### src/rtl/disp_layer_mixer.sv
// Two-stage display layer compositor.
// Priority mux of keyed/blinking layers over a frame-synchronised background.
module disp_layer_mixer #(
  parameter int NUM_LAYERS = 4,
  parameter int R_W = 4,
  parameter int G_W = 4,
  parameter int B_W = 4,
  parameter int H_W = 10,
  parameter int V_W = 10,
  parameter logic [R_W+G_W+B_W-1:0] KEY_RGB = '1,
  parameter logic [R_W+G_W+B_W-1:0] BG_RGB_RST = '0,
  parameter int BLINK_W = 5
) (
  input  logic                        clk,
  input  logic                        rst,
  input  logic                        req_valid_i,
  input  logic [H_W-1:0]              req_h_addr_i,
  input  logic [V_W-1:0]              req_v_addr_i,
  input  logic [NUM_LAYERS-1:0]       layer_valid_i,
  input  logic [NUM_LAYERS*(R_W+G_W+B_W)-1:0] layer_rgb_i,
  input  logic                        frame_start_i,
  input  logic                        cfg_bg_we_i,
  input  logic [R_W+G_W+B_W-1:0]      cfg_bg_rgb_i,
  input  logic                        cfg_mask_we_i,
  input  logic [NUM_LAYERS-1:0]       cfg_en_i,
  input  logic [NUM_LAYERS-1:0]       cfg_blink_i,
  output logic                        out_valid_o,
  output logic [H_W-1:0]              out_h_addr_o,
  output logic [V_W-1:0]              out_v_addr_o,
  output logic [R_W-1:0]              vga_r_o,
  output logic [G_W-1:0]              vga_g_o,
  output logic [B_W-1:0]              vga_b_o
);

  localparam int PIX_W = R_W + G_W + B_W;
  localparam int LW = NUM_LAYERS * PIX_W;

  logic [PIX_W-1:0]      bg_sh_q, bg_sh_d, bg_act_q, bg_act_d;
  logic [NUM_LAYERS-1:0] en_sh_q, en_sh_d, en_act_q, en_act_d;
  logic [NUM_LAYERS-1:0] bl_sh_q, bl_sh_d, bl_act_q, bl_act_d;
  logic [BLINK_W-1:0]    fcnt_q, fcnt_d;

  logic                  s1_valid_q, s1_valid_d;
  logic [H_W-1:0]        s1_h_q, s1_h_d;
  logic [V_W-1:0]        s1_v_q, s1_v_d;
  logic [LW-1:0]         s1_rgb_q, s1_rgb_d;
  logic [NUM_LAYERS-1:0] s1_opq_q, s1_opq_d;

  logic                  out_valid_q, out_valid_d;
  logic [H_W-1:0]        out_h_q, out_h_d;
  logic [V_W-1:0]        out_v_q, out_v_d;
  logic [PIX_W-1:0]      out_rgb_q, out_rgb_d;

  // Shadow writes; frame start promotes shadows (with same-cycle bypass via _d)
  always_comb begin
    bg_sh_d  = bg_sh_q;
    en_sh_d  = en_sh_q;
    bl_sh_d  = bl_sh_q;
    bg_act_d = bg_act_q;
    en_act_d = en_act_q;
    bl_act_d = bl_act_q;
    fcnt_d   = fcnt_q;
    if (cfg_bg_we_i) bg_sh_d = cfg_bg_rgb_i;
    if (cfg_mask_we_i) begin
      en_sh_d = cfg_en_i;
      bl_sh_d = cfg_blink_i;
    end
    if (frame_start_i) begin
      bg_act_d = bg_sh_d;
      en_act_d = en_sh_d;
      bl_act_d = bl_sh_d;
      fcnt_d   = fcnt_q + BLINK_W'(1);
    end
  end

  // Stage 1: capture request and resolve per-layer opacity
  always_comb begin
    s1_valid_d = req_valid_i;
    s1_h_d     = req_h_addr_i;
    s1_v_d     = req_v_addr_i;
    s1_rgb_d   = layer_rgb_i;
    s1_opq_d   = '0;
    for (int k = 0; k < NUM_LAYERS; k++) begin
      s1_opq_d[k] = layer_valid_i[k] & en_act_q[k]
                  & (layer_rgb_i[k*PIX_W +: PIX_W] != KEY_RGB)
                  & ~(bl_act_q[k] & fcnt_q[BLINK_W-1]);
    end
  end

  // Stage 2: lowest-index opaque layer wins, else background; blank if idle
  always_comb begin
    logic [PIX_W-1:0] sel;
    sel = bg_act_q;
    for (int k = NUM_LAYERS - 1; k >= 0; k--) begin
      if (s1_opq_q[k]) sel = s1_rgb_q[k*PIX_W +: PIX_W];
    end
    out_valid_d = s1_valid_q;
    out_h_d     = s1_h_q;
    out_v_d     = s1_v_q;
    out_rgb_d   = s1_valid_q ? sel : '0;
  end

  // All state registers
  always_ff @(posedge clk or posedge rst) begin
    if (rst) begin
      bg_sh_q     <= BG_RGB_RST;
      bg_act_q    <= BG_RGB_RST;
      en_sh_q     <= '1;
      en_act_q    <= '1;
      bl_sh_q     <= '0;
      bl_act_q    <= '0;
      fcnt_q      <= '0;
      s1_valid_q  <= 1'b0;
      s1_h_q      <= '0;
      s1_v_q      <= '0;
      s1_rgb_q    <= '0;
      s1_opq_q    <= '0;
      out_valid_q <= 1'b0;
      out_h_q     <= '0;
      out_v_q     <= '0;
      out_rgb_q   <= '0;
    end else begin
      bg_sh_q     <= bg_sh_d;
      bg_act_q    <= bg_act_d;
      en_sh_q     <= en_sh_d;
      en_act_q    <= en_act_d;
      bl_sh_q     <= bl_sh_d;
      bl_act_q    <= bl_act_d;
      fcnt_q      <= fcnt_d;
      s1_valid_q  <= s1_valid_d;
      s1_h_q      <= s1_h_d;
      s1_v_q      <= s1_v_d;
      s1_rgb_q    <= s1_rgb_d;
      s1_opq_q    <= s1_opq_d;
      out_valid_q <= out_valid_d;
      out_h_q     <= out_h_d;
      out_v_q     <= out_v_d;
      out_rgb_q   <= out_rgb_d;
    end
  end

  assign out_valid_o  = out_valid_q;
  assign out_h_addr_o = out_h_q;
  assign out_v_addr_o = out_v_q;
  assign vga_r_o      = out_rgb_q[PIX_W-1 -: R_W];
  assign vga_g_o      = out_rgb_q[G_W+B_W-1 -: G_W];
  assign vga_b_o      = out_rgb_q[B_W-1:0];

endmodule

### config.mk
export PLATFORM = sky130hd
export DESIGN_NAME = disp_layer_mixer
export DESIGN_NICKNAME = d
export VERILOG_FILES = /design/src/rtl/disp_layer_mixer.sv
export SDC_FILE = /design/constraint.sdc
export NUM_CORES = 1
export LEC_CHECK = 0
export CAP_MARGIN = 20
export CORE_ASPECT_RATIO = 1.5
export CORE_MARGIN = 5
export CORE_UTILIZATION = 48
export CTS_BUF_LIST = sky130_fd_sc_hd__clkbuf_2
export CTS_CLUSTER_SIZE = 28
export DETAILED_ROUTE_END_ITERATION = 10
export PLACE_DENSITY = 0.79
export SETUP_SLACK_MARGIN = 0.05
export SKIP_CTS_REPAIR_TIMING = 1
export SLEW_MARGIN = 20
export SYNTH_ARGS = -nofsm -noshare
export SYNTH_HDL_FRONTEND = slang
export SYNTH_SLANG_ARGS = --single-unit
### constraint.sdc
create_clock -name clk -period 5.9 [get_ports clk]
set_input_delay 1.475 -clock clk [delete_from_list [all_inputs] [get_ports clk]]
set_output_delay 1.475 -clock clk [all_outputs]
set_load 0.02 [all_outputs]
==> results.md, run 1 <==
* Status: completed
* Die height at 136.6 microns
* Yosys top cell area share at 0.6976
* Critical path required time at 4.43 ns
* Combinational power share at 0.163
* CP arrival at 1.71 ns
* Finished Cell Area at 6804 sq um
* Fmax at 0.3144 GHz
* Sw Ratio at 0.2842
* Rel. slew slack at 0.2291
* CTS buffer count at 17
* Seq pwr share at 0.558
* Psw at 0.6181 mW
* Synth cell count leaders: dfrtp_1 (143), mux2_2 (41), nand4_1 (14)
* CTS tree: built
* Die width at 94.41 microns
* Number of cells on the worst reg-to-reg path at 3
* Startpoint types: flop
* Worst path max stage delay at 0.62 ns
* Detailed Place HPWL at 8263 microns
* Top_reg_cell synth: dfrtp_1
* LEAKAGE at 2.842 nW
* GR Overflow Total at 0
* Routability cong. at 0.8135
* Worst skew pair latency at 0.69 ns
* Setup TNS at 0 ns
* FFs w/ async S/R, synth at 1.000
* Power share of the clock group at 0.279
* Worst Skew at 0.02225 ns
* Max VDD drop at 0.2016 mV
* Htree depth at 4
* Vias at 2,993
* Cell breakdown of the critical path: clkdlybuf4s50_1
* Drt first pass iters at 5
* Synth area leader: dfrtp_1
* Clk sinks at 151
* Unrepaired setup endpoints after global routing: false
* Yosys warning count at 0
* Fillcell total at 785
* Final Hold Viols at 0
* CP Buf/Inv Count at 1
* Worst-path clk slew at 0.23 ns
* Clk buf depth at 2
* Synthesized flop and latch total at 151
* Top Family by Delay on Critical Path: buffers and inverters
* Tot GR Track Use at 0.1831
* Register area share after synthesis at 0.7385
* Max stage delay cell, worst path: clkdlybuf4s50_1
* Worst min-delay path category: flop to flop
* Post-synthesis cell area at 5130 sq um
* Final setup fails at 0
* Minimum clock period at 3.181 ns
* Layout cells sized above 1 at 0.2056
* FF-to-FF Start: s1_opq_q[0]
* Syn Area/Cell at 16.39 sq um
* Antenna-violating nets left at 0
* Worst Path Max Fanout at 1
* Via density per instance at 4.931
* DIE AREA at 12,900 sq um
* Maximum number of pins on one net before global-route repair at 109
* Area growth from synthesis to layout at 32.63%
* Root buf cell: clkbuf_2
* Final wirelength at 10,940 microns
* Initial antenna violation count at 0
* Tightest Pin Transition at 1.154 ns
* Wirelength per Cell at 18.03 microns
* Tcrit/Tclk final at 0.5391
* DRT met1 WL at 3809 microns
* End of the worst hold path: out_h_addr_o[8]
* Met2 WL at 6191 microns
* Cell with the most instances after synthesis: dfrtp_1
* Core box area at 10,530 sq um
* Fin. max-slew vios at 0
* Internal at 1.556 mW
* Endpoint class of the critical path: output port
* Max Used Layer: met4
* Initial core utilization at 0.4871
* Remaining DRCs at 0
* Io pins at 131
* Post-synth EDFFs at 0
* Reg2Reg Setup Slack at 3.77 ns
* DR iter-0 viols at 121
* Placed Area at 6539 sq um
* Syn_nets at 412
* Worst Hold Depth at 0
* Critical path class: flop to output port
* Number of global-route vias before repair at 3,322
* Row count at 46
* Max-cap violations at 0
* Synth top area cells: dfrtp_1 (70%), mux2_2 (9.0%), dfstp_2 (4.1%)
* Pwr Density at 319.6 nW/um^2
* First-pass GRT wire length at 17,190 microns
* Metal3 WL at 478 microns
* Post-synthesis cell type count at 25
* Worst r2r dst: out_rgb_q[11]
* Buffers on Ports at 130
* Syn Inst Count at 313
* Layout Nets at 548
* Hold Crit Start: out_h_d[8]
[power groups by stage]
stage	combinational [mW]	sequential [mW]	clock, mW
2_1_floorplan	0.191	1.23	0
3_3_place_gp	0.351	1.23	0
3_5_place_dp	0.362	1.23	0
4_1_cts	0.362	1.21	0.628
5_1_grt	0.383	1.23	0.667
6_report	0.355	1.21	0.606
[kinds of logic (layout without fill, tap and decap cells)]
group | Yosys count | after routing | synth area share
AOI/OAI and AO/OA | 16 | 16 | 0.03707
other | 0 | 1 | 0
xor gates and xnor gates | 4 | 4 | 0.006831
muxes | 53 | 53 | 0.1134
adders and majority gates | 1 | 1 | 0.002439
buffers and inverters | 15 | 164 | 0.01732
and+or+nand+nor | 73 | 73 | 0.08439
DFF | 151 | 151 | 0.7385
[metrics by stage]
stage | std cells | setup WS, ns | utilization | power, mW | hold WS (ns)
after floorplan | 313 | 0.3735 | - | 1.420 | 0.3312
after global placement | 574 | 2.651 | 0.6208 | 1.576 | 0.3317
after detailed placement | 574 | 2.617 | 0.6208 | 1.593 | 0.3365
after CTS | 606 | 2.622 | 0.6461 | 2.203 | 0.3808
after global routing | 606 | 2.584 | 0.6458 | 2.277 | 0.3672
final | 607 | 2.719 | 0.6460 | 2.174 | 0.3758
[per-layer routing]
metal,vias up,global-route usage
met3,32,0.04895
li1,1377,-
met4,0,0.09317
met1,1489,0.1954
met2,95,0.3282
met5,-,0
[cell type report]
class / instances / area (sq um) / share of cell area
tap: 144 / 180.2 / 0.02648
inverter: 1 / 8.758 / 0.001287
clock inverter: 15 / 181.4 / 0.02666
antenna: 1 / 2.502 / 0.0003678
sequential: 151 / 3790 / 0.5570
timing repair buffer: 131 / 1304 / 0.1916
clock buffer: 17 / 85.08 / 0.01250
multi-input combinational: 147 / 1252 / 0.1841
[flip-flops by register name, indices dropped and copies added (netlist names), 5 cells and up]
name and count:
bg_act_q 12, bg_sh_q 12, fcnt_q 5, out_h_addr_o 10, out_h_d 10, out_rgb_q 12
out_v_addr_o 10, out_v_d 10, s1_rgb_q 48
[layout by cell type (no fill, tap or decap), types with 3 or more instances in the layout]
| master | count |
|---|---|
| mux2_2 | 41 |
| clkbuf_2 | 17 |
| nor3b_1 | 12 |
| mux2i_1 | 12 |
| a211oi_1 | 5 |
| nand2b_1 | 12 |
| xnor2_1 | 3 |
| clkdlybuf4s50_1 | 129 |
| nor2_1 | 11 |
| a221oi_2 | 9 |
| nor3_1 | 4 |
| inv_6 | 7 |
| nand4_1 | 14 |
| and3_1 | 12 |
| inv_8 | 4 |
| dfrtp_1 | 142 |
| nand2_1 | 5 |
| dfstp_2 | 8 |
[worst max path at each step]
stage                    start              end  slack (ns)  cells after the start
2_1_floorplan              rst      bg_act_q[0]        0.37                      1
3_3_place_gp     frame_start_i      bl_act_q[0]        2.65                      2
3_5_place_dp     frame_start_i      bg_act_q[4]        2.62                      2
4_1_cts        out_h_addr_o[8]  out_h_addr_o[8]        2.62                      1
5_1_grt        out_h_addr_o[8]  out_h_addr_o[8]        2.58                      1
6_report       out_h_addr_o[8]  out_h_addr_o[8]        2.72                      1
No activity file was read; power rests on OpenSTA's default activity.
==> inputs of run 2 (changes only) <==
- CORE_UTILIZATION: 48 -> 45
- PLACE_DENSITY: 0.79 -> 0.77
- clock period: 5.9 -> 2.8 ns (I/O delays scaled with it)
==> run 2 against run 1 <==
Effect of this change: die area grew 6.1%; final area grew 0.28%; non-clock buffer count grew 3; register-to-register slack lost 3.0 ns; sequential power grew 110%; combinational power grew 120%; final cell count grew 0.99%; hold slack gained 0.0021 ns; flip-flop and latch count is the same; critical endpoint is now out_h_addr_o[5]; largest power group unchanged.
==> results.md, run 2 (synthesis gave the netlist of run 1 again) <==
* Status: completed
* Remaining DRCs at 0
* Antenna-violating nets left at 0
* Tot Pwr at 4.487 mW
* Worst skew pair latency at 0.69 ns
* Max stage delay cell, worst path: clkdlybuf4s50_1
* Worst Skew at 0.02289 ns
* Worst path max stage delay at 0.61 ns
* Buffers on Ports at 130
* Reg2Reg Setup Slack at 0.80 ns
* Htree depth at 4
* Pwr Density at 657.6 nW/um^2
* Final Hold Viols at 0
* Critical path required time at 2.10 ns
* Minimum clock period at 2.392 ns
* Number of cells on the worst reg-to-reg path at 3
* Most frequent cells in the layout: dfrtp_1 (143), clkdlybuf4s50_1 (130), mux2_2 (41)
* Tightest Pin Transition at 0.9569 ns
* CP Buf/Inv Count at 1
* CP startpoint: out_h_addr_o[5]
* Wirelength per Cell at 18.35 microns
* Rel. slew slack at 0.3586
* Layout Nets at 551
* Routability cong. at 0.7618
* Post-Place Cells at 580
* Worst min-delay path category: flop to flop
* Fillcell total at 836
* Non-Filler Instances at 613
* Detailed Place HPWL at 8657 microns
* Tot GR Track Use at 0.1765
* Maximum number of pins on one net before global-route repair at 96
* Root buf cell: clkbuf_2
* Worst-path clk slew at 0.24 ns
* Die height at 140.8 microns
* Number of global-route vias before repair at 3,507
* Hold Slack at 0.3780 ns
* CP arrival at 1.69 ns
* Multi-input combinational cell area at 1255 sq um
* First-pass GRT wire length at 18,400 microns
* Area growth from synthesis to layout at 33.00%
* Tcrit/Tclk final at 0.8542
* Fmax at 0.4181 GHz
* Top reg by flops: s1_rgb_q
* Top Family by Delay on Critical Path: buffers and inverters
* Crit path capture: out_h_addr_o[5]
* Worst r2r dst: out_rgb_q[11]
* CTS buffer count at 17
* Fin. max-slew vios at 0
* DR iter-0 viols at 101
* Unrepaired setup endpoints after global routing: false
* Initial antenna violation count at 1
* Met2 WL at 6407 microns
* LEAKAGE at 2.848 nW
* Register area at 3789 sq um
* Initial core utilization at 0.4616
* DRT met1 WL at 3735 microns
* FF-to-FF Start: s1_opq_q[1]
* Clk buf depth at 2
* Endpoint class of the critical path: output port
* Core box area at 11,110 sq um
* Vias at 3,060
* Commonest non-fill, non-tap cell in the layout: dfrtp_1
* Via density per instance at 4.992
* Max FFs per register at 48
* Max VDD drop at 0.4451 mV
* Row count at 47
* Final wirelength at 11,250 microns
* Final setup fails at 0
* Clk sinks at 151
* Max Used Layer: met4
* Max-cap violations at 0
* CTS tree: built
* Io pins at 131
* Worst Path Max Fanout at 1
* Drt first pass iters at 4
* Setup TNS at 0 ns
* CP Depth at 1
* Layout cells sized above 1 at 0.2086
* GR Overflow Total at 0
* Metal3 WL at 709 microns
* Die width at 97.18 microns
* Startpoint types: flop
* Critical path class: flop to output port
* Cell breakdown of the critical path: clkdlybuf4s50_1
* DIE AREA at 13,680 sq um
## run 2: how the worst min path moves through the flow
stage / start / endpoint / slack, ns / depth (start not counted)
6_report: out_h_d[4] / out_h_addr_o[4] / 0.38 / 0
5_1_grt: req_v_addr_i[1] / out_v_d[1] / 0.28 / 1
4_1_cts: req_v_addr_i[1] / out_v_d[1] / 0.30 / 1
3_5_place_dp: out_h_d[0] / out_h_addr_o[0] / 0.33 / 0
3_3_place_gp: out_v_d[8] / out_v_addr_o[8] / 0.33 / 0
2_1_floorplan: out_h_d[0] / out_h_addr_o[0] / 0.33 / 0
## run 2: cell type report
| class | instances | share of cell area |
|---|---|---|
| Antenna cell | 1 | 0.0003668 |
| Inverter | 1 | 0.001100 |
| Sequential cell | 151 | 0.5553 |
| Tap cell | 147 | 0.02696 |
| Clock buffer | 17 | 0.01247 |
| Timing Repair Buffer | 134 | 0.1970 |
| Clock inverter | 15 | 0.02292 |
| Multi-Input combinational cell | 147 | 0.1839 |
## run 2: through the flow
stage	util	worst slack, ns	instance area, sq um
after detailed placement	0.5917	0.4162	6576
after floorplan	-	0.2036	5134
after global placement	0.5917	0.4518	6576
after global routing	0.6139	0.2528	6823
after CTS	0.6134	0.2785	6818
final	0.6139	0.4084	6823
## run 2: routing by layer
metal  up-vias  global-route usage
li1       1393                   -
met1      1542              0.1743
met2       101              0.3231
met3        24             0.06080
met4         0             0.09246
met5         -                   0
## run 2: report_power, final
group          internal [mW]  switching [mW]
combinational          0.426           0.353
sequential              2.41           0.129
clock                  0.299           0.872
total                   3.13            1.35
==> variant: new RTL, config.mk and constraints of run 1 <==
Put a register stage on the outputs `vga_r_o`, `vga_g_o` and `vga_b_o`, cleared by the reset. The values now appear one clock later. The other outputs are not delayed to match.
--- a/src/rtl/disp_layer_mixer.sv
+++ b/src/rtl/disp_layer_mixer.sv
@@ -144,5 +144,13 @@
   assign out_v_addr_o = out_v_q;
-  assign vga_r_o      = out_rgb_q[PIX_W-1 -: R_W];
-  assign vga_g_o      = out_rgb_q[G_W+B_W-1 -: G_W];
-  assign vga_b_o      = out_rgb_q[B_W-1:0];
+  always_ff @(posedge clk or posedge rst) begin
+    if (rst) begin
+      vga_r_o <= '0;
+      vga_g_o <= '0;
+      vga_b_o <= '0;
+    end else begin
+      vga_r_o <= out_rgb_q[PIX_W-1 -: R_W];
+      vga_g_o <= out_rgb_q[G_W+B_W-1 -: G_W];
+      vga_b_o <= out_rgb_q[B_W-1:0];
+    end
+  end
 
Behaviour: not the same (a bounded check fails within 4 cycles, from zero or initial values and one cycle with rst high).
==> variant against run 1 <==
Area after synthesis rose by 5.9%. Sequential cell count rose by 12. Setup slack improved by 0.045 ns. Routed wire length rose by 0.27%. Non-clock buffer count did not move. Cell area rose by 5.2%. Total power rose by 8.4%. Die area rose by 5.3%. Critical path type unchanged. Largest power group unchanged. Highest routed layer unchanged.
==> variant: results (changes against run 1) <==
metric,value,unit,change
largest cells by area after synthesis,"dfrtp_1 71%, mux2_2 8.5%, dfstp_2 3.9%",,
Max Cap Violations,0,,unchanged
gpl congestion,0.807,,-0.80%
overall routed net length,11.0,mm,+0.27%
pin count of the biggest net entering global routing,164,,+50%
Hold Path Class,flip-flop to flip-flop,,
Adder-Cell Fraction of Synth Area,0.230,%,-0.013 points
R2R setup slack,3.80,ns,+0.03 ns
first-pass GRT wire length,17.7,mm,+3.1%
post-synthesis mux area share,10.7,%,-0.63 points
status,"complete, no violations",,
hold depth,0,,unchanged
Clock Skew,0.0308,ns,+0.00856 ns
Detailed Place HPWL,8.08,mm,-2.2%
slowest CP cell,clkdlybuf4s50_1,,
max reg flops,48,,unchanged
All-Layer GR Usage,17.0,%,-1.3 points
crit path from,out_valid_o,,
vias in the first global route,3416,,+2.8%
Worst Hold Launch,out_rgb_q[4],,
H-Tree Depth,4,,unchanged
Finished Core Util,64.7,%,+0.14 points
layout cells sized above 1,19.8,%,-0.73 points
syn nets,424,,+2.9%
post-synth cell types,25,,unchanged
period utilization,53.1,%,-0.77 points
top-count cell post-synth,dfrtp_1,,
P_int,0.00176,W,+13%
part of the power in the clock network,29.0,%,+1.1 points
Post-DP Area,6850,um2,+4.8%
Post-synth EDFFs,0,,unchanged
Final nets,560,,+2.2%
CP max stage delay,0.61,ns,
DRT Pass-1 Iters,4,,-1
initial drt markers,127,,+5.0%
clk slew on worst S/H paths,0.20,ns,-0.03 ns
switch share,25.3,%,-3.1 points
pre-CTS setup slack,2.58,ns,-0.0397 ns
sequential cell area fraction in the yosys report,75.3,%,+1.4 points
Filler Cell Count,828,,+5.5%
YS warnings,0,,unchanged
CTS buffer count,17,,unchanged
initial antenna violation count,1,,+1
"Async S/R FF share, synth",100,%,unchanged
Hold Crit Endpoint,vga_g_o[0],,
Setup crit end,out_valid_o,,
compound-gate portion of the synthesized area,3.50,%,-0.21 points
Post-Synth XOR/XNOR Area,0.645,%,-0.038 points
Worst Max-Slew Pin Slew,0.942,ns,-0.212 ns
Comb pwr share,15.3,%,-1.0 points
VDD IR max,203,uV,+0.64%
Via density,4.99,,+1.1%
Post-synth top cells,"155 x dfrtp_1, 41 x mux2_2, 14 x nand4_1",,
Clock Tree Root,clkbuf_2,,
Worst EP arrival,1.66,ns,-0.05 ns
end of the worst register-to-register path,out_rgb_q[11],,
Reg2Reg Depth,3,,unchanged
clk_lat worst skew,0.69,ns,about the same
leakage power,3.01,nW,+5.8%
variant: cell count changes after synthesis, sizes merged:
cell   change
dfrtp     +12
variant: final cells by class:
type | instances | share of cell area, %
Antenna cell | 1 | 0.0350
Clock buffer | 18 | 1.26
Clock inverter | 14 | 2.95
Inverter | 1 | 0.105
Multi-Input combinational cell | 147 | 17.5
Sequential cell | 163 | 57.2
Tap cell | 147 | 2.57
Timing Repair Buffer | 131 | 18.4
variant: layer usage:
| metal | track usage [%] | up-vias | part of all wire, % |
|---|---|---|---|
| met3 | 6.02 | 14 | 5.6 |
| li1 | - | 1414 | - |
| met1 | 19.6 | 1564 | 40 |
| met4 | 6.29 | 0 | 2.2 |
| met2 | 29.2 | 110 | 52 |
| met5 | 0 | - | 0 |
variant: per-stage QoR:
stage          instances  hold WS, ns
3_3_place_gp         589        0.333
5_1_grt              622        0.383
3_5_place_dp         589        0.337
2_1_floorplan        325        0.331
4_1_cts              621        0.371
6_report             622        0.364
